===== src/rtl/level_debounce_pkg.sv =====
// rtl/level_debounce_pkg.sv - shared types and sizing helpers for the level switch debouncer
package level_debounce_pkg;

  typedef enum logic {
    STABLE  = 1'b0,
    PENDING = 1'b1
  } chan_state_t;

  localparam int DEFAULT_DEBOUNCE_CYCLES = 50000;
  localparam int DEFAULT_SYNC_STAGES     = 2;

  // Counter must be able to hold DEBOUNCE_CYCLES itself.
  function automatic int cnt_width(input int debounce_cycles);
    return $clog2(debounce_cycles + 1);
  endfunction

endpackage


===== src/rtl/debounce_channel.sv =====
// rtl/debounce_channel.sv - one switch channel: input synchroniser, saturating counter and STABLE/PENDING FSM
module debounce_channel
  import level_debounce_pkg::*;
#(
  parameter int DEBOUNCE_CYCLES = DEFAULT_DEBOUNCE_CYCLES,
  parameter int SYNC_STAGES     = DEFAULT_SYNC_STAGES
) (
  input  logic clk,
  input  logic rst_n,
  input  logic raw,
  output logic level,
  output logic update
);

  localparam int CW = cnt_width(DEBOUNCE_CYCLES);
  localparam logic [CW-1:0] CNT_MAX = CW'(DEBOUNCE_CYCLES);

  logic [SYNC_STAGES-1:0] r_sync;
  chan_state_t            r_state;
  logic [CW-1:0]          r_cnt;
  logic                   r_level;
  logic                   r_update;

  chan_state_t            w_state_next;
  logic [CW-1:0]          w_cnt_next;
  logic                   w_level_next;
  logic                   w_update_next;
  logic                   w_sync;
  logic                   w_mismatch;

  // Plain flop chain: nothing may sit between metastability stages.
  always_ff @(posedge clk or negedge rst_n) begin
    if (!rst_n) begin
      r_sync <= '0;
    end else begin
      r_sync <= {r_sync[SYNC_STAGES-2:0], raw};
    end
  end

  assign w_sync     = r_sync[SYNC_STAGES-1];
  assign w_mismatch = w_sync ^ r_level;

  always_ff @(posedge clk or negedge rst_n) begin
    if (!rst_n) begin
      r_state  <= STABLE;
      r_cnt    <= '0;
      r_level  <= 1'b0;
      r_update <= 1'b0;
    end else begin
      r_state  <= w_state_next;
      r_cnt    <= w_cnt_next;
      r_level  <= w_level_next;
      r_update <= w_update_next;
    end
  end

  always_comb begin
    w_state_next = r_state;
    case (r_state)
      STABLE: begin
        if (w_mismatch) w_state_next = PENDING;
      end
      PENDING: begin
        if (!w_mismatch || (r_cnt == CNT_MAX)) w_state_next = STABLE;
      end
      default: w_state_next = STABLE;
    endcase
  end

  // Counter only advances below CNT_MAX, so it saturates rather than wraps.
  always_comb begin
    w_cnt_next    = '0;
    w_level_next  = r_level;
    w_update_next = 1'b0;
    case (r_state)
      STABLE: begin
        if (w_mismatch) w_cnt_next = CW'(1);
      end
      PENDING: begin
        if (w_mismatch) begin
          if (r_cnt == CNT_MAX) begin
            w_level_next  = w_sync;
            w_update_next = 1'b1;
          end else begin
            w_cnt_next = r_cnt + CW'(1);
          end
        end
      end
      default: w_cnt_next = '0;
    endcase
  end

  assign level  = r_level;
  assign update = r_update;

endmodule


===== src/rtl/level_debouncer.sv =====
// rtl/level_debouncer.sv - WIDTH-channel switch debouncer with change pulse; LEVEL_DEBOUNCE_MASK_EN adds change_mask
module level_debouncer
  import level_debounce_pkg::*;
#(
  parameter int WIDTH           = 6,
  parameter int DEBOUNCE_CYCLES = DEFAULT_DEBOUNCE_CYCLES,
  parameter int SYNC_STAGES     = DEFAULT_SYNC_STAGES
) (
  input  logic             clk,
  input  logic             rst_n,
  input  logic [WIDTH-1:0] sw_raw,
  output logic [WIDTH-1:0] levels,
  output logic             level_change
`ifdef LEVEL_DEBOUNCE_MASK_EN
  ,
  output logic [WIDTH-1:0] change_mask
`endif
);

  logic [WIDTH-1:0] w_levels;
  logic [WIDTH-1:0] w_update;

  for (genvar gi = 0; gi < WIDTH; gi++) begin : g_chan
    debounce_channel #(
      .DEBOUNCE_CYCLES (DEBOUNCE_CYCLES),
      .SYNC_STAGES     (SYNC_STAGES)
    ) u_chan (
      .clk    (clk),
      .rst_n  (rst_n),
      .raw    (sw_raw[gi]),
      .level  (w_levels[gi]),
      .update (w_update[gi])
    );
  end

  // Update bits are flops aligned with levels, so the OR yields one pulse per event.
  assign levels       = w_levels;
  assign level_change = |w_update;

`ifdef LEVEL_DEBOUNCE_MASK_EN
  assign change_mask = w_update;
`endif

endmodule


===== config.mk =====
export PLATFORM = sky130hd
export DESIGN_NAME = level_debouncer
export DESIGN_NICKNAME = d
export VERILOG_FILES = /design/src/rtl/level_debounce_pkg.sv /design/src/rtl/debounce_channel.sv /design/src/rtl/level_debouncer.sv
export SDC_FILE = /design/constraint.sdc
export NUM_CORES = 1
export LEC_CHECK = 0
export BUFFER_PORTS_ARGS = -buffer_cell sky130_fd_sc_hd__buf_2
export CELL_PAD_IN_SITES_DETAIL_PLACEMENT = 1
export CELL_PAD_IN_SITES_GLOBAL_PLACEMENT = 2
export CORE_UTILIZATION = 35
export DETAILED_ROUTE_END_ITERATION = 8
export PLACE_DENSITY = 0.75
export SYNTH_ARGS = -nofsm -noshare
export SYNTH_HDL_FRONTEND = slang
export SYNTH_SLANG_ARGS = --single-unit

===== constraint.sdc =====
create_clock -name clk -period 2.2 [get_ports clk]
set_input_delay 0.11 -clock clk [delete_from_list [all_inputs] [get_ports clk]]
set_output_delay 0.11 -clock clk [all_outputs]
set_load 0.01 [all_outputs]

Word-level counts from Yosys, hierarchy flattened
Cells that the tools add are included.
{"block": "totals", "memories": 0, "reg_bits": 126, "wordCells": 133, "mem_bits_ro": 0, "ramBits": 0, "latch_bits": 0, "inputBits": 8, "output_inout_bits": 7}
{"block": "op_classes", "bitwise": 12, "order_cmp": 0, "n_reduce_logical": 19, "eq_ne": 6, "n_shift": 0, "n_div": 0, "multipliers": 0, "addsub": 6, "n_mux": 60}
{"op": "16-bit 2-to-1 mux", "count": 12}
{"op": "16-bit one-hot mux with 2 select lines", "count": 6}
{"op": "16-bit by 1-bit adder with 16-bit output, second input constant", "count": 6}
{"op": "16-bit == test, second input constant", "count": 6}
{"op": "1-bit 2-to-1 mux", "count": 36}
{"op": "3-bit AND reduction", "count": 6}
{"op": "1-bit one-hot mux with 2 select lines", "count": 6}
{"op": "1-bit zero test", "count": 6}
{"op": "1-bit logical OR", "count": 6}
{"op": "1-bit inverter", "count": 6}
{"op": "6-bit OR reduction", "count": 1}
{"op": "1-bit XOR", "count": 6}

Longest topological paths before layout
Gate-level depths: netlist of the first run.
{"block": "depth", "word_depth": 5, "ltp_mapped": 8, "depth_no_buf": 6}

By module
Synthesis of the first run repeated with hierarchy kept, for this count alone.
{"block": "hier_totals", "cells_unflattened": 567, "hier_area_um2": 6267.3}
{"mod": "debounce_channel", "cells_per_inst": 94, "n_inst": 6, "area_each_um2": 1042.2}
{"mod": "level_debouncer", "cells_per_inst": 3, "n_inst": 1, "area_each_um2": 13.8}

Worst setup path after synthesis of the first run
Ideal clock, no wire load.
{"block": "synth_timing", "path_kind": "flip-flop to flip-flop", "from": "register g_chan[3].u_chan.r_cnt[0]", "to": "register g_chan[3].u_chan.r_cnt[14]", "setup_ns": 0.119, "setup_slack_ns": 0.211, "path_buffers": 2, "path_stages_with_launch": 9, "t_arrival_ns": 1.870, "path_cell_list": "dfrtp_1 inv_1 ha_1 or4bb_1 nor4_4 or3b_1 buf_6 buf_6 nor2_1"}
{"block": "synth_via", "elab_chain_cells": 4, "word_cells_on_any_way": 5, "cone_classes": "add/sub: 1; eq/ne: 1; mux: 3"}
{"item": "from (decl)", "line_no": "debounce_channel.sv:20", "rtl": "logic [CW-1:0] r_cnt;"}
{"item": "from (signal assigned)", "line_no": "debounce_channel.sv:51", "rtl": "r_cnt <= w_cnt_next;"}
{"item": "16-bit by 1-bit adder with 16-bit output or 16-bit == test (tied branches)", "line_no": "debounce_channel.sv:85, debounce_channel.sv:81"}
{"item": "16-bit 2-to-1 mux *", "line_no": "debounce_channel.sv:81", "rtl": "if (r_cnt == CNT_MAX) begin"}
{"item": "16-bit 2-to-1 mux *", "line_no": "debounce_channel.sv:80", "rtl": "if (w_mismatch) begin"}
{"item": "16-bit one-hot mux with 2 select lines *", "line_no": "debounce_channel.sv:75", "rtl": "case (r_state)"}
{"item": "named net g_chan[3].u_chan.w_cnt_next[14]", "line_no": "debounce_channel.sv:25", "rtl": "logic [CW-1:0] w_cnt_next;"}
The timed path passes the listed nets; every way through them passes the cells marked *.
A chain may end at the register's enable or synchronous reset.

Worst setup path in the final report of the first run
{"block": "layout_timing", "from": "register g_chan[3].u_chan.r_cnt[12]", "to": "register g_chan[3].u_chan.r_level"}
{"block": "layout_via", "elab_chain_cells": 2}
{"item": "16-bit == test", "line_no": "debounce_channel.sv:81"}
{"item": "3-bit AND reduction (no line)"}
{"item": "to (signal assigned)", "line_no": "debounce_channel.sv:52", "rtl": "r_level <= w_level_next;"}
{"item": "to (decl)", "line_no": "debounce_channel.sv:21", "rtl": "logic r_level;"}
Every way passes these cells.

==> flow_metrics.tcl, run 1 <==
set metrics [dict create \
    wl_mm 12.28 \
    power_density_nw_per_um2 792.9 \
    fin_nets 632 \
    path_class "register to register" \
    antenna_found_initial 0 \
    netlist_top_cells_area "dfrtp_1, xnor2_1, nor2_1" \
    maxSlewHeadroom_pct 57.89 \
    grt_overflow_total 0 \
    die_h_um 133.4 \
    insertion_delay_ns 0.41 \
    grt_pass1_wl_mm 22.18 \
    hold_viol_final 0 \
    n_fill_cell 1887 \
    num_io_pins 15 \
    max_stage_delay_ns 0.72 \
    async_flop_share_pct 100.0 \
    syn_nets 597 \
    cp_top_family "simple AND/OR/NAND/NOR gates" \
    ys_seq_elements 126 \
    setup_viol 0 \
    viasPerCell 4.930 \
    drt_iter0_drc 164 \
    area_growth_pct 17.14 \
    dp_cells 804 \
    clock_skew_ns 0.01064 \
    clock-root-buffer "clkbuf_16" \
    cts.sinks 126 \
    post-route-min-period_ns 2.086 \
    grt_pass1_vias 4648 \
    worstPathRequired_ns 2.50 \
    antenna_cells 0 \
    drcViolationCount 0 \
    ant_nets 0 \
    rsz0062_at_grt "false" \
    fin_crit_sh_pct 94.81 \
    start_kind "register" \
    yosys.area.top_type "dfrtp_1" \
    start_util_pct 36.20 \
    max_cap_viol_count 0 \
    tightestPinTransition_ns 0.6259 \
    multi_input_area_sq_um 2624 \
    avgSynthCellArea_sq_um 10.48 \
    vias 4161 \
    drive_gt1_share_pct 10.42 \
    core.rowCount 47 \
    core_sq_um 16700 \
    min_path_type "input pin to asynchronous set/reset pin" \
    peakVddDrop_uv 588.0 \
    whs_ns 0.04901 \
    cts_tree "built" \
    netlist_area_sq_um 6046 \
    cts_buffers 17 \
    portBuffers 14 \
    power_leakage_nw 2.895 \
    die-width_um 133.4 \
    routedWlPerCell_um 14.55 \
    h-tree-depth 4 \
    dp_hpwl_mm 8.247 \
    cp.arrival_ns 2.38 \
    status "completed" \
    synth_top_cell_area_share_pct 52.15 \
    track_usage_pct 15.71 \
    fmax_mhz 479.4 \
    path_cells "or4b_2 > nor4_4 > buf_4 > nand2_1 > mux2_2" \
    end_kind "register" \
    synthesis.instances 577 \
    die_area_sq_um 17800 \
    instances_no_fill 844 \
    worst_slack_ns 0.1142 \
    synth_enable_flop_cells 0 \
    synth_cell_types 36 \
    critPathSlowestCell "or4b_2" \
    crit_buf_inv 1 \
    dr.pass1.iters 4 \
    grt_max_degree 75 \
    pre_cts_ws_ns 0.1091 \
    ff_latch_area_sq_um 3153 \
    critical_path.max_fanout 4 \
    clk_transition_reported_paths_ns 0.06 \
    synth_warnings 0 \
    ys.flop_type "dfrtp_1" \
    synthMostInstantiatedCell "dfrtp_1" \
    place.gp.congestion 0.7451 \
    maxSlewViolCount 0 \
    tns_ns 0 \
    clk_path_buf_depth 2 \
    ys_top_cells_by_count "dfrtp_1, nor2_1, xnor2_1" \
    yosysSeqAreaShare_pct 52.15 \
]
-- cell families (layout without fill, tap and decap cells) --
| logic type | count (synthesis) | in the layout | share of synthesized area [%] |
|---|---|---|---|
| AND/OR/NAND/NOR | 280 | 280 | 25.56 |
| flip-flops | 126 | 126 | 52.15 |
| adder cells (fa/ha/maj) | 12 | 12 | 2.483 |
| XOR/XNOR | 88 | 88 | 12.75 |
| buffers and inverters | 50 | 97 | 4.449 |
| multiplexers | 6 | 6 | 1.117 |
| AO/OA/AOI/OAI | 15 | 15 | 1.490 |
-- cells in the final DEF (no fill, tap or decap), drive strengths merged --
master / instances
nor4: 28
o31ai: 1
or4bb: 4
or3: 1
nor2: 107
and3b: 5
o21a: 5
o21ai: 2
nand4bb: 3
clkinv: 1
nand4: 24
dfrtp: 126
dlygate4sd3: 7
and4: 4
a21oi: 7
mux2: 6
or3b: 5
clkbuf: 25
and2: 2
nand3b: 1
ha: 12
or4: 3
nor3: 16
or4b: 6
bufinv: 5
and3: 8
nor3b: 1
nor4bb: 3
xnor2: 67
xor2: 21
inv: 31
nand3: 35
buf: 28
nand2: 24
-- flip-flops by register name, summed over array words and instances (netlist names) --
name,count
g_chan.u_chan.r_cnt,96
g_chan.u_chan.r_sync,12
g_chan.u_chan.level,6
g_chan.u_chan.r_state,6
g_chan.u_chan.update,6
-- power by group --
| part | internal [W] | leakage [nW] | switching (W) |
|---|---|---|---|
| combinational | 0.0000648 | 0.878 | 0.000112 |
| sequential | 0.00235 | 1.71 | 0.0000301 |
| clock | 0.00209 | 0.312 | 0.000963 |
| total | 0.00451 | 2.90 | 0.00111 |
-- worst paths after layout --
path                                                  from                    endpoint  slack, ns  depth (start not counted)
worst min register to register  g_chan[5].u_chan.r_sync[0]  g_chan[5].u_chan.r_sync[1]       0.35                          0
worst max-delay path            g_chan[3].u_chan.r_cnt[12]      g_chan[3].u_chan.level       0.11                          5
min in group clk                                 sw_raw[2]  g_chan[2].u_chan.r_sync[0]       0.34                          2
max in group asynchronous                            rst_n   g_chan[1].u_chan.r_cnt[7]       1.33                          3
worst max register to register  g_chan[3].u_chan.r_cnt[12]      g_chan[3].u_chan.level       0.11                          5
worst min-delay path                                 rst_n  g_chan[0].u_chan.r_cnt[11]       0.05                          2
-- timing repair --
action,in CTS,in global routing
setup buffers,0,2
endpoints found under the hold margin,132,0
setup endpoints to repair,0,15
hold buffers,7,0
resized for setup,0,0
-- stage by stage --
step	cell area [sq um]	utilization, %	power, W
global placement	6356	38.06	0.002584
global route	7082	42.40	0.005832
floorplan	6046	-	0.002502
CTS	7067	42.31	0.005710
finish	7082	42.40	0.005615
detailed placement	6356	38.06	0.002595
-- layer usage --
layer / track usage [%] / up-vias / part of all wire (%)
li1: - / 2031 / -
met3: 4.452 / 14 / 3.2
met2: 26.22 / 35 / 50
met1: 19.45 / 2081 / 46
met5: 0 / - / 0
met4: 5.429 / 0 / 1.2
-- layout make-up --
cell class	instances	area share (%)
clock buffer	25	6.855
timing repair buffer	35	3.852
clock inverter	6	2.191
multi-input combinational	401	37.05
inverter	31	1.643
sequential	126	44.52
tap	220	3.887
No activity file was read; power rests on OpenSTA's default activity.
==> run 2, diff against run 1 <==
--- a/config.mk
+++ b/config.mk
@@ -10,7 +10,8 @@
 export CELL_PAD_IN_SITES_GLOBAL_PLACEMENT = 2
 export CORE_UTILIZATION = 35
 export DETAILED_ROUTE_END_ITERATION = 8
-export PLACE_DENSITY = 0.75
+export MAX_ROUTING_LAYER = met4
+export PLACE_DENSITY_LB_ADDON = 0.1
 export SYNTH_ARGS = -nofsm -noshare
 export SYNTH_HDL_FRONTEND = slang
 export SYNTH_SLANG_ARGS = --single-unit
==> run 2 against run 1 <==
  * Power shrank 5.8%
  * Utilization decreased by 0.20 points
  * Sequential power about the same
  * Sequential cell count stayed put
  * Wire length rose by 0.54%
  * Worst setup slack better by 0.064 ns
  * Maximum frequency rose by 3.2%
  * Die area stayed put
  * Hold slack better by 0.22 ns
  * Critical path type unchanged
==> flow_metrics.tcl, run 2 (synthesis gave the netlist of run 1 again) <==
set metrics [dict create \
    grt_pass1_vias 4374 \
    power_density_nw_per_um2 750.2 \
    pre_cts_ws_ns 0.1611 \
    area_growth_pct 16.58 \
    final_cell_mix "dfrtp_1, nor2_1, xnor2_1" \
    largest_reg_flops 96 \
    die-width_um 133.4 \
    clock_skew_ns 0.008010 \
    start_kind "register" \
    core_sq_um 16700 \
    fin_crit_sh_pct 91.91 \
    cp.arrival_ns 2.31 \
    worst_slack_ns 0.1780 \
    peakVddDrop_uv 452.9 \
    viasPerCell 4.927 \
    cts.sinks 126 \
    reg_top3 "g_chan.u_chan.r_cnt (96), g_chan.u_chan.r_sync (12)" \
    top_usage_layer "met2" \
    core.rowCount 47 \
    fin_nets 634 \
    use_met3_pct 4.300 \
    gr-usage-met1_pct 20.67 \
    final_common_cell "dfrtp_1" \
    routedWlPerCell_um 14.59 \
    clk_transition_reported_paths_ns 0.06 \
    rsz0062_at_grt "false" \
    status "completed" \
    n_fill_cell 1892 \
    antenna_found_initial 0 \
    dp_cells 808 \
    clk_path_buf_depth 2 \
    critical_path.max_fanout 15 \
    die_h_um 133.4 \
    path_class "register to register" \
    h-tree-depth 4 \
    ctsResizeCount 0 \
    tns_ns 0 \
    dp_hpwl_mm 8.358 \
    fmax_mhz 494.6 \
    maxSlewViolCount 0 \
    worst_r2r_endpoint "g_chan[3].u_chan.r_cnt[13]" \
    cts_buffers 17 \
    vias 4168 \
    hold_viol_final 0 \
    clock-root-buffer "clkbuf_16" \
    grt_overflow_total 0 \
    whs_ns 0.2668 \
    portBuffers 14 \
    antenna_cells 0 \
    tightestPinTransition_ns 0.5918 \
    drt_iter0_drc 168 \
    post_cts_buffers 0 \
    top_register "g_chan.u_chan.r_cnt" \
    grt_pass1_wl_mm 21.79 \
    num_io_pins 15 \
    cts_hold_buf 7 \
    dr.pass1.iters 4 \
    start_util_pct 36.20 \
    drive_gt1_share_pct 11.18 \
    maxSlewHeadroom_pct 60.55 \
    setup_viol 0 \
    wl_mm 12.34 \
    power_leakage_nw 2.874 \
    drcViolationCount 0 \
    r2r_start "g_chan[3].u_chan.r_cnt[1]" \
    insertion_delay_ns 0.41 \
    die_area_sq_um 17800 \
    ff2ff_path_depth 7 \
    regToRegSetupSlack_ns 0.18 \
    end_kind "register" \
    track_usage_pct 15.84 \
    instances_no_fill 846 \
    ant_nets 0 \
    min_path_type "input pin to asynchronous set/reset pin" \
    grt_max_degree 61 \
    post-route-min-period_ns 2.022 \
    max_cap_viol_count 0 \
    grt_use_met2_pct 24.16 \
    worstPathRequired_ns 2.49 \
    place.gp.congestion 0.7473 \
    cts_tree "built" \
]
## run 2: cell count changes in the layout (fill, tap and decap cells not counted), sizes merged
cell | previous run | this run
clkbuf | 25 | 21
clkinv | 1 | 5
bufinv | 5 | 2
clkinvlp | 0 | 3
buf | 28 | 30
## run 2: layout make-up
| type | instances | area, sq um | share of cell area [%] |
|---|---|---|---|
| clock buffer | 21 | 460.4 | 6.533 |
| clock inverter | 10 | 115.1 | 1.633 |
| inverter | 31 | 116.4 | 1.651 |
| multi-input combinational | 401 | 2624 | 37.23 |
| sequential | 126 | 3153 | 44.74 |
| tap | 220 | 275.3 | 3.906 |
| timing repair buffer | 37 | 304.0 | 4.314 |
## run 2: worst max path at each step
stage	start	to	depth (start not counted)
3_5_place_dp	g_chan[3].u_chan.r_cnt[1]	g_chan[3].u_chan.r_cnt[13]	7
5_1_grt	g_chan[2].u_chan.r_cnt[0]	g_chan[2].u_chan.r_cnt[15]	7
3_3_place_gp	g_chan[2].u_chan.r_cnt[0]	g_chan[2].u_chan.r_cnt[10]	7
6_report	g_chan[3].u_chan.r_cnt[1]	g_chan[3].u_chan.r_cnt[13]	7
4_1_cts	g_chan[3].u_chan.r_cnt[1]	g_chan[3].u_chan.r_cnt[13]	7
2_1_floorplan	g_chan[3].u_chan.r_cnt[0]	g_chan[3].u_chan.r_cnt[14]	8
## run 2: where the power goes
| group | switching, W | total, W | leakage [nW] | internal, W |
|---|---|---|---|---|
| registers | 0.0000278 | 0.00238 | 1.71 | 0.00235 |
| logic | 0.000116 | 0.000187 | 0.894 | 0.0000713 |
| clock network | 0.00101 | 0.00272 | 0.275 | 0.00172 |
| total | 0.00115 | 0.00529 | 2.87 | 0.00414 |
## run 2: per-stage QoR
stage	util [%]	instance area, sq um	total power (W)
CTS	42.20	7048	0.005387
global route	42.20	7048	0.005501
finish	42.20	7048	0.005287
global placement	38.34	6402	0.002600
detailed placement	38.34	6402	0.002607
floorplan	-	6046	0.002502
## run 2: per-layer routing
metal,share of wire (%),vias to the layer above
li1,-,2038
met3,2.3,4
met1,50,2094
met5,0,-
met2,48,32
met4,0.49,0
## run 2: critical path: stages (launching register included)
cell     delay [ns]
dfrtp_1        0.37
inv_1          0.06
ha_1           0.15
or4bb_1        0.54
nor4_4         0.36
or3b_1         0.21
buf_12         0.15
nor2_1         0.06
